[config.mk]
export PLATFORM = sky130hd
export DESIGN_NAME = mat3_mult_ctrl
export DESIGN_NICKNAME = d
export VERILOG_FILES = /design/src/rtl/mat3_mult_ctrl.sv
export SDC_FILE = /design/constraint.sdc
export NUM_CORES = 1
export LEC_CHECK = 0
export ABC_AREA = 1
export CAP_MARGIN = 0
export CORE_ASPECT_RATIO = 1.5
export CORE_MARGIN = 1
export CORE_UTILIZATION = 55
export CTS_BUF_LIST = sky130_fd_sc_hd__clkbuf_8 sky130_fd_sc_hd__clkbuf_16
export CTS_CLUSTER_SIZE = 30
export DETAILED_ROUTE_END_ITERATION = 6
export GPL_TIMING_DRIVEN = 0
export HOLD_SLACK_MARGIN = 0.02
export PLACE_DENSITY = 0.95
export SYNTH_ARGS = -nofsm -noshare
export SYNTH_HDL_FRONTEND = slang
export SYNTH_SLANG_ARGS = --single-unit
export TNS_END_PERCENT = 20
[constraint.sdc]
create_clock -name clk -period 3.2 [get_ports clk]
set_input_delay 0.64 -clock clk [delete_from_list [all_inputs] [get_ports clk]]
set_output_delay 0.64 -clock clk [all_outputs]
set_load 0.05 [all_outputs]
[src/rtl/mat3_mult_ctrl.sv]
// Sequencer for C = A x B on 3x3 signed 8-bit matrices using one external registered multiplier.
// 27 issue cycles, products tagged through one stage to the accumulator; C[n] written in cycle 3n+5, done in cycle 30.
module mat3_mult_ctrl #(
  parameter int ACC_W = 18
) (
  input  logic                    clk,
  input  logic                    rst_n,
  input  logic                    start,
  output logic                    busy,
  output logic                    done,
  output logic [3:0]              a_addr,
  output logic [3:0]              b_addr,
  input  logic signed [7:0]       a_data,
  input  logic signed [7:0]       b_data,
  output logic signed [7:0]       mul_a,
  output logic signed [7:0]       mul_b,
  output logic                    mul_load,
  input  logic signed [15:0]      mul_m,
  output logic                    c_we,
  output logic [3:0]              c_addr,
  output logic signed [ACC_W-1:0] c_data
);

  typedef enum logic [1:0] {IDLE, RUN, DRAIN, DONE} state_t;

  state_t                  r_state, w_state_nxt;
  logic [1:0]              r_i, r_j, r_k;
  logic [1:0]              w_i_nxt, w_j_nxt, w_k_nxt;
  logic                    r_vld;
  logic [1:0]              r_ti, r_tj, r_tk;
  logic signed [ACC_W-1:0] r_acc;
  logic signed [ACC_W-1:0] w_prod;
  logic signed [ACC_W-1:0] w_acc_nxt;
  logic                    r_c_we;
  logic [3:0]              r_c_addr;
  logic signed [ACC_W-1:0] r_c_data;

  assign a_addr = {2'b00, r_i} * 4'd3 + {2'b00, r_k};
  assign b_addr = {2'b00, r_k} * 4'd3 + {2'b00, r_j};
  assign mul_a  = a_data;
  assign mul_b  = b_data;

  assign w_prod    = {{(ACC_W-16){mul_m[15]}}, mul_m};
  assign w_acc_nxt = (r_tk == 2'd0) ? w_prod : r_acc + w_prod;

  assign c_we   = r_c_we;
  assign c_addr = r_c_addr;
  assign c_data = r_c_data;

  always_comb begin
    w_state_nxt = r_state;
    w_i_nxt     = r_i;
    w_j_nxt     = r_j;
    w_k_nxt     = r_k;
    busy        = 1'b0;
    done        = 1'b0;
    mul_load    = 1'b0;
    case (r_state)
      IDLE: begin
        if (start) begin
          w_state_nxt = RUN;
          w_i_nxt     = 2'd0;
          w_j_nxt     = 2'd0;
          w_k_nxt     = 2'd0;
        end
      end
      RUN: begin
        busy     = 1'b1;
        mul_load = 1'b1;
        // k fastest, then j, then i; leaving after (2,2,2) is issued
        if (r_k == 2'd2) begin
          w_k_nxt = 2'd0;
          if (r_j == 2'd2) begin
            w_j_nxt = 2'd0;
            if (r_i == 2'd2) begin
              w_i_nxt     = 2'd0;
              w_state_nxt = DRAIN;
            end else begin
              w_i_nxt = r_i + 2'd1;
            end
          end else begin
            w_j_nxt = r_j + 2'd1;
          end
        end else begin
          w_k_nxt = r_k + 2'd1;
        end
      end
      DRAIN: begin
        busy = 1'b1;
        if (r_c_we && r_c_addr == 4'd8) w_state_nxt = DONE;
      end
      DONE: begin
        busy        = 1'b1;
        done        = 1'b1;
        w_state_nxt = IDLE;
      end
      default: w_state_nxt = IDLE;
    endcase
  end

  always_ff @(posedge clk or negedge rst_n) begin
    if (!rst_n) begin
      r_state <= IDLE;
      r_i     <= 2'd0;
      r_j     <= 2'd0;
      r_k     <= 2'd0;
    end else begin
      r_state <= w_state_nxt;
      r_i     <= w_i_nxt;
      r_j     <= w_j_nxt;
      r_k     <= w_k_nxt;
    end
  end

  // The multiplier register is never reset, so r_vld alone decides whether mul_m is used.
  always_ff @(posedge clk or negedge rst_n) begin
    if (!rst_n) begin
      r_vld    <= 1'b0;
      r_ti     <= 2'd0;
      r_tj     <= 2'd0;
      r_tk     <= 2'd0;
      r_acc    <= '0;
      r_c_we   <= 1'b0;
      r_c_addr <= 4'd0;
      r_c_data <= '0;
    end else begin
      r_vld  <= mul_load;
      r_ti   <= r_i;
      r_tj   <= r_j;
      r_tk   <= r_k;
      r_c_we <= r_vld && (r_tk == 2'd2);
      if (r_vld) r_acc <= w_acc_nxt;
      if (r_vld && r_tk == 2'd2) begin
        r_c_addr <= {2'b00, r_ti} * 4'd3 + {2'b00, r_tj};
        r_c_data <= w_acc_nxt;
      end
    end
  end

endmodule

# Word level (Yosys, flattened, before mapping)

Index checks and enable logic that the tools add are counted.

Flip-flop bits (word level): 56
Input bits: 35
Output and inout bits: 50

$add $sub $neg: 7
$mul: 3
Eq/ne operators: 13
Muxes and demuxes: 20
Reduce and logical (&&, ||, !) cells: 10

Operator list:

| operator                                             | number |
|---|---|
| 2-to-1 mux 2 bit                                     | 12 |
| adder 18 x 16 -> 18 bit                              | 1 |
| 2-to-1 mux 18 bit                                    | 1 |
| adder 4 x 2 -> 4 bit                                 | 3 |
| equality test 2 bit (second input constant)          | 6 |
| multiplier 2 x 2 -> 4 bit (second input constant)    | 3 |
| one-hot mux 2 bit (2 select lines)                   | 3 |
| inequality test 2 bit (second input constant)        | 5 |
| one-hot mux 2 bit (4 select lines)                   | 1 |
| adder 2 x 1 -> 2 bit (second input constant)         | 3 |
| AND reduction 5 bit                                  | 1 |
| equality test 4 bit (second input constant)          | 1 |
| zero test 2 bit                                      | 2 |
| AND reduction 4 bit                                  | 1 |
| 2-to-1 mux 1 bit                                     | 3 |
| AND reduction 3 bit                                  | 1 |
| OR reduction 3 bit                                   | 1 |
| equality test 2 x 1 -> 1 bit (second input constant) | 1 |
| logical AND 1 bit                                    | 2 |
| AND reduction 2 bit                                  | 1 |
| nonzero test 2 bit                                   | 1 |

# Longest topological paths before layout

Depth after elaboration: 5
Mapped depth: 14
Depth with buffers taken out: 14

# Worst setup path before layout

Ideal clock, no wire load.

Kind: reg2out
Start point: reg r_i[0]
End point: out a_addr[2]
Data arrival time: 1.867 ns
Setup slack: 0.693 ns
Stages on the path, launching flop included: 6
Cells stage by stage: dfrtp_1 fa_1 ha_1 inv_1 fa_1 inv_1

Longest elaborated chain between the ends: 2

RTL lines:

| element                   | RTL line | source |
|---|---|---|
| from (decl)               | 27       | `logic [1:0] r_i, r_j, r_k;` |
| from (signal assigned)    | 109      | `r_i <= w_i_nxt;` |
| multiplier 2 x 2 -> 4 bit | 38       | `assign a_addr = {2'b00, r_i} * 4'd3 + {2'b00, r_k};` |
| adder 4 x 2 -> 4 bit      | 38       |  |
| to (decl)                 | 11       | `output logic [3:0] a_addr,` |

Every way passes these cells.

# Final worst setup path

Start point: reg r_j[1]
End point: out b_addr[3]

Longest elaborated chain between the ends: 1

RTL lines:

| element                | RTL line | source |
|---|---|---|
| from (decl)            | 27       |  |
| from (signal assigned) | 110      | `r_j <= w_j_nxt;` |
| adder 4 x 2 -> 4 bit   | 39       | `assign b_addr = {2'b00, r_k} * 4'd3 + {2'b00, r_j};` |
| to (decl)              | 12       | `output logic [3:0] b_addr,` |

Every way passes these cells.

==> results.tsv <==
stage	metric	value	unit
global_routing	grt_pass1_vias	3599	
cts	post_cts_resized	7	
setup_path	worstSetupStartpointType	flip-flop	
setup_path	arrival	2460	ps
finish	fin_util	0.709	
floorplan	core	6530	µm²
routing	routed_wl	9230	µm
synth	synth_warnings	0	
setup_path	cp_max_fo	5	
cts	clkTransAtPathRegs	110	ps
cts	cts-htree-levels	2	
sta	drv_slew	0	
synth	post-synth-top-count-cell	nand2_1	
power_and_ir_drop	finalPower	5.27	mW
setup_path	end_kind	primary output	
routing	ant_nets	0	
setup_path	path_cells	fa_1 > ha_1 > inv_1 > fa_1 > inv_1 > dlygate4sd2_1	
synth	avgSynthCellArea	7.87	µm²
floorplan	placementRows	36	
min_path	holdCritPathClass	in -> async	
setup_path	required	2560	ps
finish	num-fill-cells	527	
synth	synth_area	3760	µm²
floorplan	dieArea	7170	µm²
cts	root_buffer	clkbuf_8	
setup_path	critical_path.top_delay_family	adder cells	
global_routing	antenna_found_initial	0	
routing	routed_via_density	5.41	
synth	synth_cell_types	32	
sta	min_period	3100	ps
synth	synth_edf_count	0	
setup_path	slowest_stage	fa_1	
finish	areaGrowthSynthToFinish	23.2	%
synth	synthTopCellsByArea	dfrtp_1 (37%), nand2_1 (15%), ha_1 (11%)	
cts	cts_tree	built	
floorplan	start_util	0.575	
floorplan	dieHeight	103	µm
setup_path	cp_num_buf_inv	3	
cts	numCtsBuffers	5	
sta	fin_setup_tns	0	ps
run	maxCapViolCount	0	
power_and_ir_drop	cellLeakagePower	2.38	nW
cts	post_cts_buffers	0	
finish	fin_nets	629	
sta	rsz0062_at_grt	no	
global_routing	grt_max_degree	43	
synth	synth_largest_area_cell	dfrtp_1	
cts	clockBufferDepth	2	
setup_path	critPathKind	reg -> out	
synth	syn_inst	477	
routing	drtIter0Drc	149	
synth	ys.flop_type	dfrtp_1	
setup_path	max_stage_delay	560	ps
synth	ys_seq_elements	56	
cts	cts_hold_buf	0	
finish	diodes	0	
sta	max_slew_margin	0.613	
global_routing	grt_pass1_wl	15300	µm
sta	worst_pin_slew	581	ps
routing	dr_total_vias	3407	
global_routing	grt-ovfl-total	0	
cts	clkLatencyLatePin	330	ps
run_status	status	finished, final reports clean	
placed_design	place_congestion	0.929	
sta	setup_viol	0	
routing	wire_per_inst	14.7	µm
placed_design	place.port_buffers	68	
finish	drive_gt1_frac	0.123	
routing	firstDrtPassIters	4	
floorplan	ios	85	
sta	finClkSkew	12.4	ps
floorplan	die_x	69.5	µm
global_routing	grt_usage	0.270	
sta	hold_viol	0	
power_and_ir_drop	power_density	1140	nW/µm²
synth	ys_seq_area_frac	0.373	
synth	synthArstFlopShare	1.00	
routing	drcViolationCount	0	
synth	synth.top_cell.area_share	0.373	
sta	min_period_over_period	0.969	
sta	fmax	322	MHz
synth	syn-num-nets	553	
cts	cts.sink_count	56	
synth	synth_top_cells_by_count	nand2_1 (147), dfrtp_1 (56), inv_1 (49)	
placed_design	hpwlAfterDp	7240	µm
power_and_ir_drop	ir_drop	978	µV
-- stage by stage --
stage          cells  hold WS, ps  setup WS [ps]  cell area (µm²)
4_1_cts          630          229           17.7             4640
2_1_floorplan    477          344            693             3760
5_1_grt          630          242           37.5             4630
3_5_place_dp     622          461           53.4             4550
6_report         630          218           98.8             4630
3_3_place_gp     621          452           -139             4530
-- final timing paths --
check	slack, ps	endpoint	cells past startpoint	start
max reg2reg	1210	r_acc[16]	12	r_acc[0]
min reg2reg	490	r_tj[0]	0	r_j[0]
min	220	r_acc[3]	1	rst_n
min in group clk	490	r_tj[0]	0	r_j[0]
max	100	b_addr[3]	6	r_j[1]
max in group asynchronous	2440	r_acc[17]	2	rst_n
-- layer usage --
layer  track usage  routed length [µm]
met4         0.174                 378
met5             0                   0
met3        0.0417                 444
met1         0.277                3420
met2         0.513                4990
-- area by class of cell --
type | instances | area (µm²) | area share
multi-input cells | 343 | 1990 | 0.430
flip-flops and latches | 56 | 1400 | 0.303
repair buffers | 69 | 686 | 0.148
inverters | 53 | 199 | 0.0430
plain buffers | 25 | 165 | 0.0357
well taps | 76 | 95.1 | 0.0205
clock buffers | 5 | 68.8 | 0.0149
clock inverters | 3 | 22.5 | 0.00487
-- logic make-up after synthesis --
family | count (synthesis) | share of synthesized area
XOR/XNOR | 3 | 0.00700
adder cells (fa/ha/maj) | 41 | 0.151
AND/OR/NAND/NOR | 237 | 0.275
AO/OA/AOI/OAI | 60 | 0.0916
buffers and inverters | 78 | 0.0969
flip-flops | 56 | 0.373
multiplexers | 2 | 0.00533
-- power by group --
group	switching [mW]	internal, mW	total, mW
logic	2.39	1.19	3.58
clock network	0.256	0.158	0.414
registers	0.245	1.04	1.28
total	2.89	2.39	5.27
-- placed cells by master, fill, tap and decap left out, types with 5 or more instances in the layout --
cell / n
inv_1: 49
o21ai_1: 8
or2_2: 5
clkdlybuf4s50_1: 63
buf_4: 17
a31oi_1: 6
o21ai_0: 16
nand2_1: 147
buf_2: 7
clkbuf_8: 5
a21oi_1: 22
nand2_2: 9
nand3_1: 37
fa_1: 7
nor2_1: 22
dfrtp_1: 56
ha_1: 34
-- registers in the layout, summed over array words and instances, names as in the netlist --
signal and flops:
r_tj 2, r_j 2, c_addr 4, r_i 2, r_state 2, r_vld 1, c_data 18, c_we 1
r_acc 18, r_tk 2, r_k 2, r_ti 2
Power figures use the tool's default switching activity.
